--- src/rtl/arm_mc_pkg.sv ---
// arm_mc_pkg
//   Shared constants for the multicycle ARM control unit: FSM state codes,
//   mux-select and ALU encodings, condition codes and the ALU decode helper.
//   No ports. Used by arm_mc_controller and arm_mc_cond_unit.
package arm_mc_pkg;

  // FSM state codes
  typedef logic [3:0] state_t;
  localparam state_t S_FETCH    = 4'd0;
  localparam state_t S_DECODE   = 4'd1;
  localparam state_t S_MEMADR   = 4'd2;
  localparam state_t S_MEMREAD  = 4'd3;
  localparam state_t S_MEMWB    = 4'd4;
  localparam state_t S_MEMWRITE = 4'd5;
  localparam state_t S_EXECUTER = 4'd6;
  localparam state_t S_EXECUTEI = 4'd7;
  localparam state_t S_ALUWB    = 4'd8;
  localparam state_t S_BRANCH   = 4'd9;

  // ALUControl encodings
  localparam logic [1:0] ALU_ADD = 2'b00;
  localparam logic [1:0] ALU_SUB = 2'b01;
  localparam logic [1:0] ALU_AND = 2'b10;
  localparam logic [1:0] ALU_ORR = 2'b11;

  // ALUSrcA / ALUSrcB / ResultSrc encodings
  localparam logic [1:0] SRCA_REG      = 2'b00;
  localparam logic [1:0] SRCA_PC       = 2'b01;
  localparam logic [1:0] SRCB_REG      = 2'b00;
  localparam logic [1:0] SRCB_IMM      = 2'b01;
  localparam logic [1:0] SRCB_FOUR     = 2'b10;
  localparam logic [1:0] RES_ALUOUT    = 2'b00;
  localparam logic [1:0] RES_DATA      = 2'b01;
  localparam logic [1:0] RES_ALURESULT = 2'b10;

  // Opcode classes (instruction bits [27:26])
  localparam logic [1:0] OP_DP  = 2'b00;
  localparam logic [1:0] OP_MEM = 2'b01;
  localparam logic [1:0] OP_BR  = 2'b10;

  // Condition codes
  localparam logic [3:0] COND_EQ = 4'b0000;
  localparam logic [3:0] COND_NE = 4'b0001;
  localparam logic [3:0] COND_CS = 4'b0010;
  localparam logic [3:0] COND_CC = 4'b0011;
  localparam logic [3:0] COND_MI = 4'b0100;
  localparam logic [3:0] COND_PL = 4'b0101;
  localparam logic [3:0] COND_VS = 4'b0110;
  localparam logic [3:0] COND_VC = 4'b0111;
  localparam logic [3:0] COND_HI = 4'b1000;
  localparam logic [3:0] COND_LS = 4'b1001;
  localparam logic [3:0] COND_GE = 4'b1010;
  localparam logic [3:0] COND_LT = 4'b1011;
  localparam logic [3:0] COND_GT = 4'b1100;
  localparam logic [3:0] COND_LE = 4'b1101;
  localparam logic [3:0] COND_AL = 4'b1110;

  // Data-processing cmd field (Funct[4:1]) to ALU operation; unknown cmds add.
  function automatic logic [1:0] alu_decode(input logic [3:0] cmd);
    case (cmd)
      4'b0100: alu_decode = ALU_ADD;
      4'b0010: alu_decode = ALU_SUB;
      4'b0000: alu_decode = ALU_AND;
      4'b1100: alu_decode = ALU_ORR;
      default: alu_decode = ALU_ADD;
    endcase
  endfunction

endpackage

--- src/rtl/arm_mc_cond_unit.sv ---
// arm_mc_cond_unit
//   NZCV flags register and ARM condition evaluation.
//   Ports:
//     clk, reset_n  clock / asynchronous active-low reset
//     Cond          condition field of the current instruction
//     ALUFlags      NZCV from the ALU this cycle
//     FlagW         [1] loads N,Z   [0] loads C,V
//     flag_upd      high in the execute cycle; flags load on its closing edge
//     cond_ex       condition passes against the current (pre-update) flags
module arm_mc_cond_unit
  import arm_mc_pkg::*;
#(
  parameter logic [3:0] RESET_FLAGS = 4'b0000
) (
  input  logic       clk,
  input  logic       reset_n,
  input  logic [3:0] Cond,
  input  logic [3:0] ALUFlags,
  input  logic [1:0] FlagW,
  input  logic       flag_upd,
  output logic       cond_ex
);

  logic [3:0] flags_q, flags_d;
  logic       n, z, c, v;

  assign {n, z, c, v} = flags_q;

  always_comb begin
    cond_ex = 1'b0;
    case (Cond)
      COND_EQ: cond_ex = z;
      COND_NE: cond_ex = ~z;
      COND_CS: cond_ex = c;
      COND_CC: cond_ex = ~c;
      COND_MI: cond_ex = n;
      COND_PL: cond_ex = ~n;
      COND_VS: cond_ex = v;
      COND_VC: cond_ex = ~v;
      COND_HI: cond_ex = c & ~z;
      COND_LS: cond_ex = ~c | z;
      COND_GE: cond_ex = (n == v);
      COND_LT: cond_ex = (n != v);
      COND_GT: cond_ex = ~z & (n == v);
      COND_LE: cond_ex = z | (n != v);
      COND_AL: cond_ex = 1'b1;
      default: cond_ex = 1'b0;   // 1111 never executes
    endcase
  end

  // A failed condition also blocks the flag update.
  always_comb begin
    flags_d = flags_q;
    if (flag_upd && cond_ex) begin
      if (FlagW[1]) flags_d[3:2] = ALUFlags[3:2];
      if (FlagW[0]) flags_d[1:0] = ALUFlags[1:0];
    end
  end

  always_ff @(posedge clk or negedge reset_n) begin
    if (!reset_n) flags_q <= RESET_FLAGS;
    else          flags_q <= flags_d;
  end

endmodule

--- src/rtl/arm_mc_controller.sv ---
// arm_mc_controller
//   Control unit for a multicycle ARM datapath sharing one memory for
//   instructions and data. One FSM state per cycle; every architectural
//   write is gated by the condition result from arm_mc_cond_unit.
//   Ports:
//     clk, reset_n               clock / asynchronous active-low reset
//     Cond, Op, Funct, Rd        fields of the instruction register
//     ALUFlags                   NZCV from the ALU
//     PCWrite, MemWrite, RegWrite, IRWrite   write strobes
//     AdrSrc, RegSrc, ALUSrcA, ALUSrcB, ResultSrc, ImmSrc, ALUControl  selects
//   Optional: define ARM_MC_MEMWAIT_EN to add input mem_ready; FETCH, MEMREAD
//   and MEMWRITE then hold until mem_ready=1 and only strobe in that cycle.
module arm_mc_controller
  import arm_mc_pkg::*;
#(
  parameter logic [3:0] RESET_FLAGS = 4'b0000
) (
  input  logic       clk,
  input  logic       reset_n,
  input  logic [3:0] Cond,
  input  logic [1:0] Op,
  input  logic [5:0] Funct,
  input  logic [3:0] Rd,
  input  logic [3:0] ALUFlags,
`ifdef ARM_MC_MEMWAIT_EN
  input  logic       mem_ready,
`endif
  output logic       PCWrite,
  output logic       MemWrite,
  output logic       RegWrite,
  output logic       IRWrite,
  output logic       AdrSrc,
  output logic [1:0] RegSrc,
  output logic [1:0] ALUSrcA,
  output logic [1:0] ALUSrcB,
  output logic [1:0] ResultSrc,
  output logic [1:0] ImmSrc,
  output logic [1:0] ALUControl
);

  state_t     state_q, state_d;
  logic       mem_rdy;
  logic       pc_fetch, ir_w, reg_w, mem_w, branch, flag_upd;
  logic       cond_ex, rd_pc;
  logic [1:0] alu_op, flag_w;

`ifdef ARM_MC_MEMWAIT_EN
  assign mem_rdy = mem_ready;
`else
  assign mem_rdy = 1'b1;
`endif

  assign alu_op = alu_decode(Funct[4:1]);
  // Logical ops leave C and V untouched.
  assign flag_w = {Funct[0], Funct[0] & ((alu_op == ALU_ADD) | (alu_op == ALU_SUB))};
  assign rd_pc  = (Rd == 4'd15);

  assign ImmSrc = Op;
  // Branches read R15 as Rn; stores read Rd as the second operand.
  assign RegSrc = {Op == OP_MEM, Op == OP_BR};

  always_comb begin
    state_d    = state_q;
    pc_fetch   = 1'b0;
    ir_w       = 1'b0;
    reg_w      = 1'b0;
    mem_w      = 1'b0;
    branch     = 1'b0;
    flag_upd   = 1'b0;
    AdrSrc     = 1'b0;
    ALUSrcA    = SRCA_REG;
    ALUSrcB    = SRCB_REG;
    ResultSrc  = RES_ALUOUT;
    ALUControl = ALU_ADD;
    case (state_q)
      S_FETCH: begin
        ALUSrcA   = SRCA_PC;
        ALUSrcB   = SRCB_FOUR;
        ResultSrc = RES_ALURESULT;
        ir_w      = mem_rdy;
        pc_fetch  = mem_rdy;
        if (mem_rdy) state_d = S_DECODE;
      end
      S_DECODE: begin
        ALUSrcA   = SRCA_PC;
        ALUSrcB   = SRCB_FOUR;
        ResultSrc = RES_ALURESULT;
        case (Op)
          OP_MEM:  state_d = S_MEMADR;
          OP_DP:   state_d = Funct[5] ? S_EXECUTEI : S_EXECUTER;
          OP_BR:   state_d = S_BRANCH;
          default: state_d = S_FETCH;
        endcase
      end
      S_MEMADR: begin
        ALUSrcB = SRCB_IMM;
        state_d = Funct[0] ? S_MEMREAD : S_MEMWRITE;
      end
      S_MEMREAD: begin
        AdrSrc = 1'b1;
        if (mem_rdy) state_d = S_MEMWB;
      end
      S_MEMWB: begin
        ResultSrc = RES_DATA;
        reg_w     = 1'b1;
        state_d   = S_FETCH;
      end
      S_MEMWRITE: begin
        AdrSrc = 1'b1;
        mem_w  = mem_rdy;
        if (mem_rdy) state_d = S_FETCH;
      end
      S_EXECUTER: begin
        ALUControl = alu_op;
        flag_upd   = 1'b1;
        state_d    = S_ALUWB;
      end
      S_EXECUTEI: begin
        ALUSrcB    = SRCB_IMM;
        ALUControl = alu_op;
        flag_upd   = 1'b1;
        state_d    = S_ALUWB;
      end
      S_ALUWB: begin
        ResultSrc = RES_ALUOUT;
        reg_w     = 1'b1;
        state_d   = S_FETCH;
      end
      S_BRANCH: begin
        ALUSrcB   = SRCB_IMM;
        ResultSrc = RES_ALURESULT;
        branch    = 1'b1;
        state_d   = S_FETCH;
      end
      default: state_d = S_FETCH;
    endcase
  end

  always_ff @(posedge clk or negedge reset_n) begin
    if (!reset_n) state_q <= S_FETCH;
    else          state_q <= state_d;
  end

  arm_mc_cond_unit #(
    .RESET_FLAGS (RESET_FLAGS)
  ) u_cond (
    .clk      (clk),
    .reset_n  (reset_n),
    .Cond     (Cond),
    .ALUFlags (ALUFlags),
    .FlagW    (flag_w),
    .flag_upd (flag_upd),
    .cond_ex  (cond_ex)
  );

  // Strobes are qualified with reset_n so nothing writes while reset is held,
  // even though the FSM already sits in FETCH.
  assign RegWrite = reset_n & reg_w & cond_ex & ~rd_pc;
  assign MemWrite = reset_n & mem_w & cond_ex;
  assign IRWrite  = reset_n & ir_w;
  assign PCWrite  = reset_n & (pc_fetch | (branch & cond_ex) | (reg_w & cond_ex & rd_pc));

endmodule

--- config.mk ---
export PLATFORM = sky130hd
export DESIGN_NAME = arm_mc_controller
export DESIGN_NICKNAME = d
export VERILOG_FILES = /design/src/rtl/arm_mc_pkg.sv /design/src/rtl/arm_mc_cond_unit.sv /design/src/rtl/arm_mc_controller.sv
export SDC_FILE = /design/constraint.sdc
export NUM_CORES = 1
export LEC_CHECK = 0
export ABC_AREA = 1
export BUFFER_PORTS_ARGS = -buffer_cell sky130_fd_sc_hd__clkbuf_2
export CORE_MARGIN = 3
export CORE_UTILIZATION = 45
export CTS_CLUSTER_SIZE = 28
export DETAILED_ROUTE_END_ITERATION = 12
export GPL_ROUTABILITY_DRIVEN = 0
export PLACE_DENSITY_LB_ADDON = 0.2
export SLEW_MARGIN = 20
export SYNTH_ARGS = -nofsm -noshare
export SYNTH_HDL_FRONTEND = slang
export SYNTH_HIERARCHICAL = 1
export SYNTH_SLANG_ARGS = --single-unit
export TNS_END_PERCENT = 5
--- constraint.sdc ---
create_clock -name clk -period 1.87 [get_ports clk]
set_input_delay 0.374 -clock clk [delete_from_list [all_inputs] [get_ports clk]]
set_output_delay 0.374 -clock clk [all_outputs]
set_load 0.02 [all_outputs]
==> impl_metrics.ini <==
[run_status]
status = finished with violations
violations = setup timing

[grt]
antenna_found_initial = 0
grt_pass1_vias = 933
grt_use_total_pct = 20.2
grt_pass1_wl_um = 3800
grt_overflow = 0
grt_max_degree = 8

[cts]
clkLatencyLatePin_ps = 250
clk_path_buf_depth = 2
cts_buffers = 3
clockRootBuffer = clkbuf_4
clock_sinks = 8
htreeDepth = 1
tritoncts = built
clk_pin_slew_ps = 50

[critical_path]
cp_num_buf_inv = 3
critPathLaunchType = register
reg2reg_slack_ps = 170
worstPathRequired_ps = 1500
r2r_cells = 12
critPathMaxStageDelay_ps = 380
end_kind = output port
cp_slowest_cell = dfrtp_1
r2r_end = u_cond/flags_q[3]$_DFFE_PN0P_
crit_fanout = 3
r2r_start = u_cond/flags_q[1]$_DFFE_PN0P_
cp_top_family = simple AND/OR/NAND/NOR gates
crit_arrival_ps = 1870
cp_common_cell = nand2_1
crit_type = reg2out
crit_chain = inv_1 -> a21oi_1 -> nand2_1 -> nand2_1 -> nand2_1 -> nor2_2 -> nand2_2 -> buf_4 -> nand3_1 -> nand2_1 -> nor2_1 -> nor2_2 -> clkbuf_8

[drt]
wl_met3_um = 151
wl_met2_um = 1320
drc_errors = 0
top_layer = met4
wl_met1_um = 940
wl_per_cell_um = 11.5
vias_per_cell = 4.95
drtIter0Drc = 19
ant_nets = 0
wirelength_um = 2430
num_vias = 1050
dr.pass1.iters = 4

[synthesis]
synthCells = 140
syn_area_um2 = 820
synth.most_common_cell = nand2_1
ys_seq_area_share_pct = 24.4
synthFlopType = dfrtp_1
yosysTopAreaCell = dfrtp_1
synth_fp_nets = 162
async_flop_share_pct = 100
synth_cell_types = 20
synth_warnings = 6
syn_area_per_cell_um2 = 5.85
ys_ff_latch = 8
yosys-top-cells-count = nand2_1, inv_1, nor2_1, nand3_1, dfrtp_1
synth_top_area_share_pct = 24.4
yosys-top-cells-area = dfrtp_1, nand2_1, inv_1
synth-edff-count = 0

[die]
initial_utilization_pct = 50.9
dieArea_um2 = 2370
row_count = 14
fp.dieW_um = 48.7
ios = 39
dieHeight_um = 48.7
core_um2 = 1610

[timing]
finalSetupViolCount = 3
min_period_over_period_pct = 120
rsz0062_at_grt = yes
setup_ws_ps = -373
finClkSkew_ps = 4.01
fmax_mhz = 446
maxSlewViolCount = 0
final-hold-violation-count = 0
layout_min_cycle_time_ps = 2240

[final_layout]
final.fill_count = 155
multiInputGateArea_um2 = 542
syn_to_final_growth_pct = 42.6
layout.nets = 212
diodes = 0
register_area_um2 = 201
finish.utilization_pct = 72.5
drive_gt1_share_pct = 41.5

[job]
max-cap-violations = 0

[power_and_ir_drop]
p_total_uw = 1380
leakage_uw = 0.000668
power_density_nw_per_um2 = 1180
peakVddDrop_v = 0.00118

[placement]
io_buffer_count = 37
hpwl_um = 1880

[hold_path]
hold_class = in2async
-- through the flow --
stage	hold slack, ps	worst slack, ps	setup TNS, ps	cell area, um2	std cells
after CTS	90.9	-326	-847	1140	211
after global routing	96.6	-523	-1410	1170	212
final	100	-373	-882	1170	212
after floorplan	78.4	-13.5	-13.5	822	140
after global placement	192	-121	-237	1060	204
after detailed placement	190	-141	-276	1060	204
-- worst reg2reg max path, stage by stage (launching register included) --
cell and delay (ps):
dfrtp_1 380, inv_1 70, a21oi_1 230, nand2_1 90, nand2_1 70, nand2_1 60
nor2_2 90, nand2_2 70, buf_4 130, buf_4 120, buf_4 150, nand4_1 80
nand2_1 60
-- kinds of logic after synthesis --
logic type	Yosys count	synth area share, %
simple gates	96	54.7
other cells	1	0.458
flops	8	24.4
buf+inv	26	13.3
compound gates	9	7.17
-- state kept, by name, summed over array words and instances, names as in the netlist --
signal / count
state_q: 4
u_cond/flags_q: 4
-- power breakdown --
group | leakage [uW] | internal [uW] | switching [uW]
clock | 0.0000138 | 73.4 | 58.8
combinational | 0.000549 | 351 | 574
sequential | 0.000105 | 240 | 86.6
total | 0.000668 | 665 | 720
-- routing by layer --
layer	vias up	track usage [%]
met1	471	23.0
met4	0	6.64
met2	42	36.2
li1	535	-
met3	2	5.21
met5	-	0
-- cell usage in the layout, fill, tap and decap left out --
master	instances
nand2_1	39
clkbuf_2	33
inv_1	17
nor2_1	17
buf_4	13
nand3_1	12
nand2_2	8
dfrtp_1	7
inv_2	6
nand4_1	6
nor2_2	4
nor2_4	3
a21oi_1	3
clkbuf_4	3
nand3_2	3
o211ai_1	2
nor3_1	2
nand3b_1	1
o22ai_1	1
o21ai_0	1
o31ai_2	1
a21oi_2	1
conb_1	1
dlygate4sd3_1	1
clkbuf_8	1
nand2_4	1
dfrtp_2	1
-- worst max path at each step --
| stage | startpoint | endpoint | slack, ps | cells after the start |
|---|---|---|---|---|
| final | u_cond/flags_q[1]$_DFFE_PN0P_ | PCWrite | -370 | 13 |
| after global placement | Cond[3] | PCWrite | -120 | 14 |
| after detailed placement | Cond[3] | PCWrite | -140 | 16 |
| after global routing | u_cond/flags_q[3]$_DFFE_PN0P_ | PCWrite | -520 | 14 |
| after floorplan | u_cond/flags_q[3]$_DFFE_PN0P_ | MemWrite | -10 | 11 |
| after CTS | u_cond/flags_q[3]$_DFFE_PN0P_ | PCWrite | -330 | 16 |
-- what timing repair did --
action / in CTS / in global routing
endpoints found under the setup margin: 3 / 5
setup buffers: 3 / 1
hold buffers: 1 / 0
gates resized for setup: 8 / 13
pin swaps: 6 / 8
hold endpoints to repair: 1 / 0
-- cell type report --
cell class / instances / share of cell area [%]
clock buffer: 3 / 1.93
inverter: 23 / 7.39
multi-input combinational: 106 / 46.4
sequential: 8 / 17.2
tap: 24 / 2.57
timing repair buffer: 48 / 24.5
Power figures use the tool's default switching activity.
